[config.mk]
export PLATFORM = sky130hd
export DESIGN_NAME = digi_scan
export DESIGN_NICKNAME = d
export VERILOG_FILES = /design/src/rtl/digi_pkg.sv /design/src/rtl/seg7_decode.sv /design/src/rtl/digi_scan.sv
export SDC_FILE = /design/constraint.sdc
export NUM_CORES = 1
export LEC_CHECK = 0
export CAP_MARGIN = 40
export CORE_MARGIN = 2
export CORE_UTILIZATION = 35
export CTS_CLUSTER_SIZE = 12
export DETAILED_ROUTE_END_ITERATION = 7
export PLACE_DENSITY_LB_ADDON = 0.25
export SLEW_MARGIN = 25
export SYNTH_ARGS = -nofsm -noshare
export SYNTH_HDL_FRONTEND = slang
export SYNTH_SLANG_ARGS = --single-unit
[constraint.sdc]
create_clock -name iClk -period 3.2 [get_ports iClk]
set_clock_uncertainty 0.1 [all_clocks]
set_input_delay 0.64 -clock iClk [delete_from_list [all_inputs] [get_ports iClk]]
set_output_delay 0.64 -clock iClk [all_outputs]
set_load 0.1 [all_outputs]
[src/rtl/digi_pkg.sv]
// -----------------------------------------------------------------------------
// digi_pkg
// Shared constants for the 7-segment display path.
//   - SEG_0 .. SEG_F : active-low {g,f,e,d,c,b,a} glyphs for hex 0-F
//   - SEG_BLANK      : all segments off
//   - DIGI_OFF       : {an, seg} value for a fully dark display
//   - write-data field offsets and a helper to pull one hex nibble
// -----------------------------------------------------------------------------
package digi_pkg;

   localparam int NUM_DIGITS = 4;
   localparam int HEX_W      = 4;
   localparam int HEX_LSB    = 0;     // hex0 at [3:0] .. hex3 at [15:12]
   localparam int DP_LSB     = 16;    // dp[3:0] at [19:16]
   localparam int WR_W       = 20;

   localparam logic [6:0] SEG_0 = 7'h40;
   localparam logic [6:0] SEG_1 = 7'h79;
   localparam logic [6:0] SEG_2 = 7'h24;
   localparam logic [6:0] SEG_3 = 7'h30;
   localparam logic [6:0] SEG_4 = 7'h19;
   localparam logic [6:0] SEG_5 = 7'h12;
   localparam logic [6:0] SEG_6 = 7'h02;   // 6 with the top tail (a) lit
   localparam logic [6:0] SEG_7 = 7'h78;   // a, b, c only
   localparam logic [6:0] SEG_8 = 7'h00;
   localparam logic [6:0] SEG_9 = 7'h10;   // 9 with the bottom tail (d) lit
   localparam logic [6:0] SEG_A = 7'h08;
   localparam logic [6:0] SEG_B = 7'h03;   // lower-case b
   localparam logic [6:0] SEG_C = 7'h46;
   localparam logic [6:0] SEG_D = 7'h21;   // lower-case d
   localparam logic [6:0] SEG_E = 7'h06;
   localparam logic [6:0] SEG_F = 7'h0E;

   localparam logic [6:0]  SEG_BLANK = 7'h7F;
   localparam logic [11:0] DIGI_OFF  = 12'hFFF;

   // Nibble k (0 = rightmost digit) of a write/display word.
   function automatic logic [3:0] hex_field(input logic [WR_W-1:0] v, input logic [1:0] k);
      return v[HEX_LSB + {k, 2'b00} +: HEX_W];
   endfunction

endpackage

[src/rtl/seg7_decode.sv]
// -----------------------------------------------------------------------------
// seg7_decode
// Combinational hex to 7-segment decoder, active-low outputs.
// Ports:
//   hex : in  4-bit value 0-F
//   seg : out 7-bit {g,f,e,d,c,b,a}, 0 = segment lit
// -----------------------------------------------------------------------------
module seg7_decode
   import digi_pkg::*;
(
   input  logic [3:0] hex,
   output logic [6:0] seg
);

   always_comb begin
      seg = SEG_BLANK;
      unique case (hex)
         4'h0: seg = SEG_0;
         4'h1: seg = SEG_1;
         4'h2: seg = SEG_2;
         4'h3: seg = SEG_3;
         4'h4: seg = SEG_4;
         4'h5: seg = SEG_5;
         4'h6: seg = SEG_6;
         4'h7: seg = SEG_7;
         4'h8: seg = SEG_8;
         4'h9: seg = SEG_9;
         4'hA: seg = SEG_A;
         4'hB: seg = SEG_B;
         4'hC: seg = SEG_C;
         4'hD: seg = SEG_D;
         4'hE: seg = SEG_E;
         4'hF: seg = SEG_F;
         default: seg = SEG_BLANK;
      endcase
   end

endmodule

[src/rtl/digi_scan.sv]
// -----------------------------------------------------------------------------
// digi_scan
// Time-multiplexed driver for a 4-digit 7-segment display. A CPU write lands
// in a pending buffer and is copied to the display register only when the scan
// wraps from digit 3 to digit 0, so a displayed frame is never torn.
//
// Parameters:
//   SCAN_DIV : clock cycles each digit is held (2 .. 2^20)
//   LZ_BLANK : 1 = blank leading zero digits (digit 0 is never blanked)
// Ports:
//   iClk     : in  system clock
//   iRst_n   : in  asynchronous active-low reset
//   iWr      : in  single-cycle write strobe; there is no back-pressure, every
//                  strobe is accepted and the last one before a commit wins
//   iWrData  : in  {dp[3:0], hex3, hex2, hex1, hex0}
//   oDigi    : out registered {an[3:0], seg[7:0]}, both active-low,
//                  seg = {dp, g, f, e, d, c, b, a}
//   oPending : out high while a written value waits for the next frame start
// -----------------------------------------------------------------------------
module digi_scan
   import digi_pkg::*;
#(
   parameter int SCAN_DIV = 25000,
   parameter bit LZ_BLANK = 1'b0
)
(
   input  logic              iClk,
   input  logic              iRst_n,
   input  logic              iWr,
   input  logic [WR_W-1:0]   iWrData,
   output logic [11:0]       oDigi,
   output logic              oPending
);

   localparam int CW = (SCAN_DIV > 2) ? $clog2(SCAN_DIV) : 1;
   localparam logic [CW-1:0] CNT_LAST = CW'(SCAN_DIV - 1);

   logic [CW-1:0]   cnt;
   logic [1:0]      idx;
   logic [WR_W-1:0] disp;
   logic [WR_W-1:0] pend;
   logic            pend_v;
   logic            run;

   logic            tick;
   logic [1:0]      idx_nxt;
   logic            commit;
   logic [WR_W-1:0] disp_nxt;
   logic [3:0]      hex_nxt;
   logic [6:0]      glyph_nxt;
   logic [3:0]      dp_bits;
   logic            blank_nxt;
   logic [11:0]     digi_nxt;

   assign tick     = (cnt == CNT_LAST);
   assign idx_nxt  = idx + 2'd1;
   assign commit   = tick && (idx == 2'd3) && pend_v;
   // Decode from the value in effect after this edge, so the digit-0 slot
   // starting at a commit already shows the new data.
   assign disp_nxt = commit ? pend : disp;
   assign hex_nxt  = hex_field(disp_nxt, idx_nxt);

   seg7_decode u_dec (
      .hex (hex_nxt),
      .seg (glyph_nxt)
   );

   always_comb begin
      dp_bits   = disp_nxt[DP_LSB +: NUM_DIGITS];
      // Digit k is a leading zero when nibbles k..3 are all zero.
      blank_nxt = LZ_BLANK && (idx_nxt != 2'd0) &&
                  ((disp_nxt[15:0] >> {idx_nxt, 2'b00}) == 16'h0000);
      digi_nxt  = {~(4'b0001 << idx_nxt),
                   ~dp_bits[idx_nxt],
                   blank_nxt ? SEG_BLANK : glyph_nxt};
   end

   always_ff @(posedge iClk or negedge iRst_n) begin
      if (!iRst_n) begin
         cnt    <= '0;
         idx    <= 2'd3;
         disp   <= '0;
         pend   <= '0;
         pend_v <= 1'b0;
         run    <= 1'b0;
         oDigi  <= DIGI_OFF;
      end else begin
         cnt <= tick ? '0 : cnt + CW'(1);
         if (tick) begin
            idx   <= idx_nxt;
            run   <= 1'b1;
            oDigi <= digi_nxt;
         end
         if (commit)
            disp <= pend;
         // A write on the commit edge refills the buffer after the old value
         // has been taken, so the flag stays set for the next frame.
         if (iWr) begin
            pend   <= iWrData;
            pend_v <= 1'b1;
         end else if (commit) begin
            pend_v <= 1'b0;
         end
      end
   end

   assign oPending = pend_v;

endmodule

## Yosys cells after proc, flatten, opt, wreduce, memory -nomap -nowiden

Memories as Yosys holds them, arrays and structs flattened. A register that Yosys moved wholly into a read port is not among the register bits.
Index checks and enable logic that the tools add are counted.

- Memories kept: 1
- Output and inout port bits: 13
- Bits in read-only memories: 112
- Bits in registers: 70
- Logic and storage cells: 26

- Magnitude comparators: 1
- Mux-type cells: 6
- Reductions and logical operators: 4
- Shifts and indexed selects: 2
- Add/subtract/negate cells: 2
- Equality and inequality tests: 2
- Bitwise operators: 2

Memories:

| memory | depth | width | rd ports | clocked after Yosys merged registers in | wr ports | RTL line | text |
|---|---|---|---|---|---|---|---|
| (no name shown) | 16 | 7 | 1 | 1 | 0 | seg7_decode.sv:17 | `unique case (hex)` |

Operators by type and width:

| cell | count |
|---|---|
| $mux 20 | 1 |
| $shiftx 20x5->4 | 1 |
| $add 15x1->15 const B | 1 |
| $eq 15x15->1 const B | 1 |
| $mux 15 | 1 |
| $not 4->4 | 1 |
| $shl 1x2->4 const A | 1 |
| $lt 2x3->1 const B | 1 |
| $mux 1 | 3 |
| $add 2x1->2 const B | 1 |
| $bmux 1 s2 | 1 |
| $eq 2x2->1 const B | 1 |
| $logic_and 1x1->1 | 2 |
| $reduce_bool 2->1 | 1 |
| $logic_not 1->1 | 1 |
| $not 1->1 | 1 |

## Logic depth before layout (Yosys ltp)

- Word-level depth: 7
- Mapped depth: 12
- Gate-level depth less buffers: 11

## By module

A second synthesis with hierarchy kept.

- Cells, all modules: 251
- Area, all modules: 3239.4 um^2

By module, submodules not included:

| module | area an instance (um^2) | instances | cells each |
|---|---|---|---|
| digi_scan | 2964.1 | 1 | 219 |
| seg7_decode | 275.3 | 1 | 32 |

## Worst setup path before layout

Ideal clock, no wire load.

- Path kind: register to register
- Start: reg pend_v (netlist: oPending)
- End: reg oDigi[6]
- Required time: 3.017 ns
- Stages on the path, launching flop included: 11
- Path slack: -0.213 ns
- Arrival: 3.230 ns
- Buffers on the path: 1
- Setup time: 0.083 ns
- Period minus slack after synthesis: 3.413 ns
- Cells stage by stage: dfrtp_1 -> and4_1 -> nand4_1 -> buf_4 -> mux4_2 -> mux2i_1 -> inv_1 -> ha_1 -> mux2_1 -> a221oi_1 -> nor2_1

- Longest elaborated chain between the ends: 3

RTL lines:

| what | RTL line | text |
|---|---|---|
| start: declaration | digi_scan.sv:42 | `logic pend_v;` |
| start signal: assignment | digi_scan.sv:84 | `pend_v <= 1'b0;` |
| start signal: assignment | digi_scan.sv:100 | `pend_v <= 1'b1;` |
| start signal: assignment | digi_scan.sv:102 | `pend_v <= 1'b0;` |
| $logic_and 1x1->1 | digi_scan.sv:57 | `assign commit = tick && (idx == 2'd3) && pend_v;` |
| $mux 20 | -- |  |
| $shiftx 20x5->4 | digi_pkg.sv:39 | `return v[HEX_LSB + {k, 2'b00} +: HEX_W];` |
| end: declaration | digi_scan.sv:31 | `output logic [11:0] oDigi,` |

Every way passes these cells.
A chain may end at the register's enable or synchronous reset.

## Worst setup path in the final report

- Start: reg cnt[0]
- End: reg oDigi[4]

- Longest elaborated chain between the ends: 5

RTL lines:

| what | RTL line | text |
|---|---|---|
| start: declaration | digi_scan.sv:38 | `logic [CW-1:0] cnt;` |
| start signal: assignment | digi_scan.sv:88 | `cnt <= tick ? '0 : cnt + CW'(1);` |
| $eq 15x15->1 (*) | digi_scan.sv:55 | `assign tick = (cnt == CNT_LAST);` |
| $logic_and 1x1->1 (2 in series) | digi_scan.sv:57 |  |
| $mux 20 | -- |  |
| $shiftx 20x5->4 | digi_pkg.sv:39 |  |

Mark *: on every way between the ends. The rest lies on a longest branch, timed or not.

==> flow_summary_export.csv <==
group,metric,value,unit
outcome,status,"finished, final reports clean",
cells_and_area,drive_above_1_share,0.392,
route,drt-initial-drc-count,53,
logic_synthesis,synthArstFlopShare,1.00,
grt,antenna_found_initial,0,
logic_synthesis,ys_top_cells_by_area,"dfrtp_1, mux2_2, dfstp_2, mux4_2, ha_1",
logic_synthesis,synth_top_area_frac,0.422,
cts,clock-sinks,70,
cts,cts-htree-levels,3,
timing,tightest_slew,0.601,ns
timing,finalSetupTns,0,ns
route,wirelength,6.21,mm
timing,timing.fmax,334,MHz
critical_path,cp_max_fo,14,
cts,root_buffer,"clkbuf_8",
grt,grt_pass1_wl,10.9,mm
logic_synthesis,synth.distinct_cells,36,
logic_synthesis,seq_area_frac_synth,0.533,
logic_synthesis,ys_top_cells_by_count,"dfrtp_1, mux2_2, nor2_1",
timing,finalMaxSlewViolations,0,
logic_synthesis,ys_ff_latch,70,
timing,finalSetupViolations,0,
critical_path,cp_data_required_time,3.36,ns
pwr,peakVddDrop,0.251,mV
timing,hold_violations,0,
cts,clkLatencyLatePin,0.34,ns
timing,min_period,2.99,ns
logic_synthesis,syn_inst,250,
cts,cts_buffer_depth,2,
logic_synthesis,yosysMostFrequentCell,"dfrtp_1",
cells_and_area,n_fill_cell,876,
critical_path,crit_type,"reg2reg",
timing,finalCritPeriodShare,0.934,
critical_path,cp-start-kind,"flop",
logic_synthesis,synth_top_area_cell,"dfrtp_1",
grt,gr-total-overflow,0,
job,maxCapViolations,0,
route,vias,2059,
pwr,p_leak,0.00182,uW
critical_path,crit_arrival,3.15,ns
placement,place_ws,0.135,ns
floorplan,initial_core_util,0.359,
cells_and_area,antenna_cells,0,
grt,grt_pass1_vias,2204,
floorplan,die-width,101,um
cts,cts_tree,"done",
pwr,power_density,444,nW/um^2
timing,holdWs,0.203,ns
critical_path,endpoint_kind,"flop",
placement,io_buffers,35,
logic_synthesis,syn_nets,284,
min_path,hold_class,"in2async",
logic_synthesis,synth_top_flop_cell,"dfrtp_1",
route,drc,0,
cts,clk_pin_slew,0.07,ns
timing,layout_setup_ws,0.210,ns
logic_synthesis,avgSynthCellArea,13.3,um^2
timing,relSlewSlack,0.599,
critical_path,critPathMaxStageDelay,0.53,ns
route,viasPerCell,4.73,
cts,cts-hold-fix-buffers,0,
cells_and_area,area_growth,24.2,%
critical_path,cp_cell_sequence,"ha_1 > and4_1 > nand4_1 > buf_6 > buf_4 > mux4_2 > mux2i_2 > buf_4 > mux2i_1 > a221oi_1 > nor2_1",
critical_path,slowest_stage,"mux4_2",
floorplan,die_y,101,um
pwr,totalPowerFinal,1830,uW
route,routedWlPerCell,14.3,um
cells_and_area,finalNetCount,335,
logic_synthesis,yosysWarnings,0,
grt,grt_use_total,0.140,
timing,rsz0062_at_grt,"no",
logic_synthesis,synthesis.area,3320,um^2
placement,place_congestion,0.774,
logic_synthesis,synth_edf_count,0,
floorplan,core_area,9240,um^2
floorplan,io_pins,36,
route,postRouteAntennaNets,0,
cts,cts_buffers,9,
floorplan,row_count,35,
grt,grt_start_max_net_pins,26,
floorplan,die_area,10300,um^2
placement,dpl.hpwl,4.61,mm
critical_path,crit_top_cell,"buf_4",
route,dr.pass1.iters,4,
cells_and_area,final_util,0.446,
## sequential cells by signal, summed over array words and instances (netlist names)
name      flops
cnt          15
disp         20
idx           2
oDigi        12
oPending      1
pend         20
## cells by family (layout without fill, tap and decap cells)
logic type,count (synthesis),after routing,synth area share
mux,61,61,0.238
buf+inv,17,73,0.0226
compound gates,17,17,0.0370
fa+ha+maj,11,11,0.0415
xor+xnor,14,14,0.0370
simple gates,60,60,0.0905
flops,70,70,0.533
## cell usage in the layout, fill, tap and decap left out, types with 2 or more instances in the layout
cell type        count
a221oi_2             2
mux2_2              42
clkbuf_8            11
ha_1                11
a221oi_1             2
or3_1                2
mux2i_1              5
clkdlybuf4s50_1     21
nand3_1              9
bufinv_16            2
nor2_1              18
mux2i_4              2
xor2_1               6
mux2i_2              2
nand4_1              2
mux4_2               8
mux2_1               2
xnor2_1              8
o21ai_0              6
nand2_1             17
and2_1               3
buf_4               28
dfrtp_1             55
inv_1                5
and3_1               4
dfstp_2             14
## area by class of cell
| cell class | instances | area [um^2] | area share |
|---|---|---|---|
| timing repair buffer | 51 | 437 | 0.106 |
| multi-input combinational | 163 | 1500 | 0.363 |
| sequential | 70 | 1770 | 0.430 |
| clock buffer | 11 | 151 | 0.0367 |
| tap | 129 | 161 | 0.0392 |
| inverter | 6 | 22.5 | 0.00547 |
| clock inverter | 5 | 81.3 | 0.0197 |
## worst paths after layout
path / slack, ns / from / endpoint / cells past startpoint
max: 0.21 / cnt[0] / oDigi[4] / 11
min: 0.20 / iRst_n / disp[12] / 1
max reg2reg: 0.21 / cnt[0] / oDigi[4] / 11
min reg2reg: 0.36 / oDigi[7] / oDigi[7] / 2
max in group asynchronous: 2.01 / iRst_n / oDigi[6] / 2
min in group iClk: 0.36 / oDigi[7] / oDigi[7] / 2
## power by group
group | switching (uW) | internal [uW] | total, uW
clock | 332 | 481 | 814
combinational | 31.1 | 53.4 | 84.6
sequential | 18.7 | 911 | 929
## per-layer routing
layer / vias to the layer above / share of wire / GRT usage
li1: 993 / - / -
met1: 1019 / 0.45 / 0.175
met2: 42 / 0.50 / 0.228
met3: 5 / 0.048 / 0.0531
met4: 0 / 0.0076 / 0.0374
met5: - / 0 / 0
## per-stage QoR
step,instance area [um^2],cells
2_1_floorplan,3320,250
3_3_place_gp,3860,419
3_5_place_dp,3860,419
4_1_cts,4090,435
5_1_grt,4120,435
6_report,4120,435
## worst max-delay path: cells and delay by family (launching register included)
kind                       cells  cell delay (ns)
muxes                          3             0.83
buffers and inverters          3             0.64
DFF                            1             0.41
and+or+nand+nor                3             0.35
AOI/OAI and AO/OA              1             0.34
adders and majority gates      1             0.22
## repair_timing
action / in CTS / in global routing
setup endpoints to repair: 0 / 5
setup buffers: 0 / 0
resized for setup: 0 / 5
Note: power is estimated with default switching activity, not from simulation.
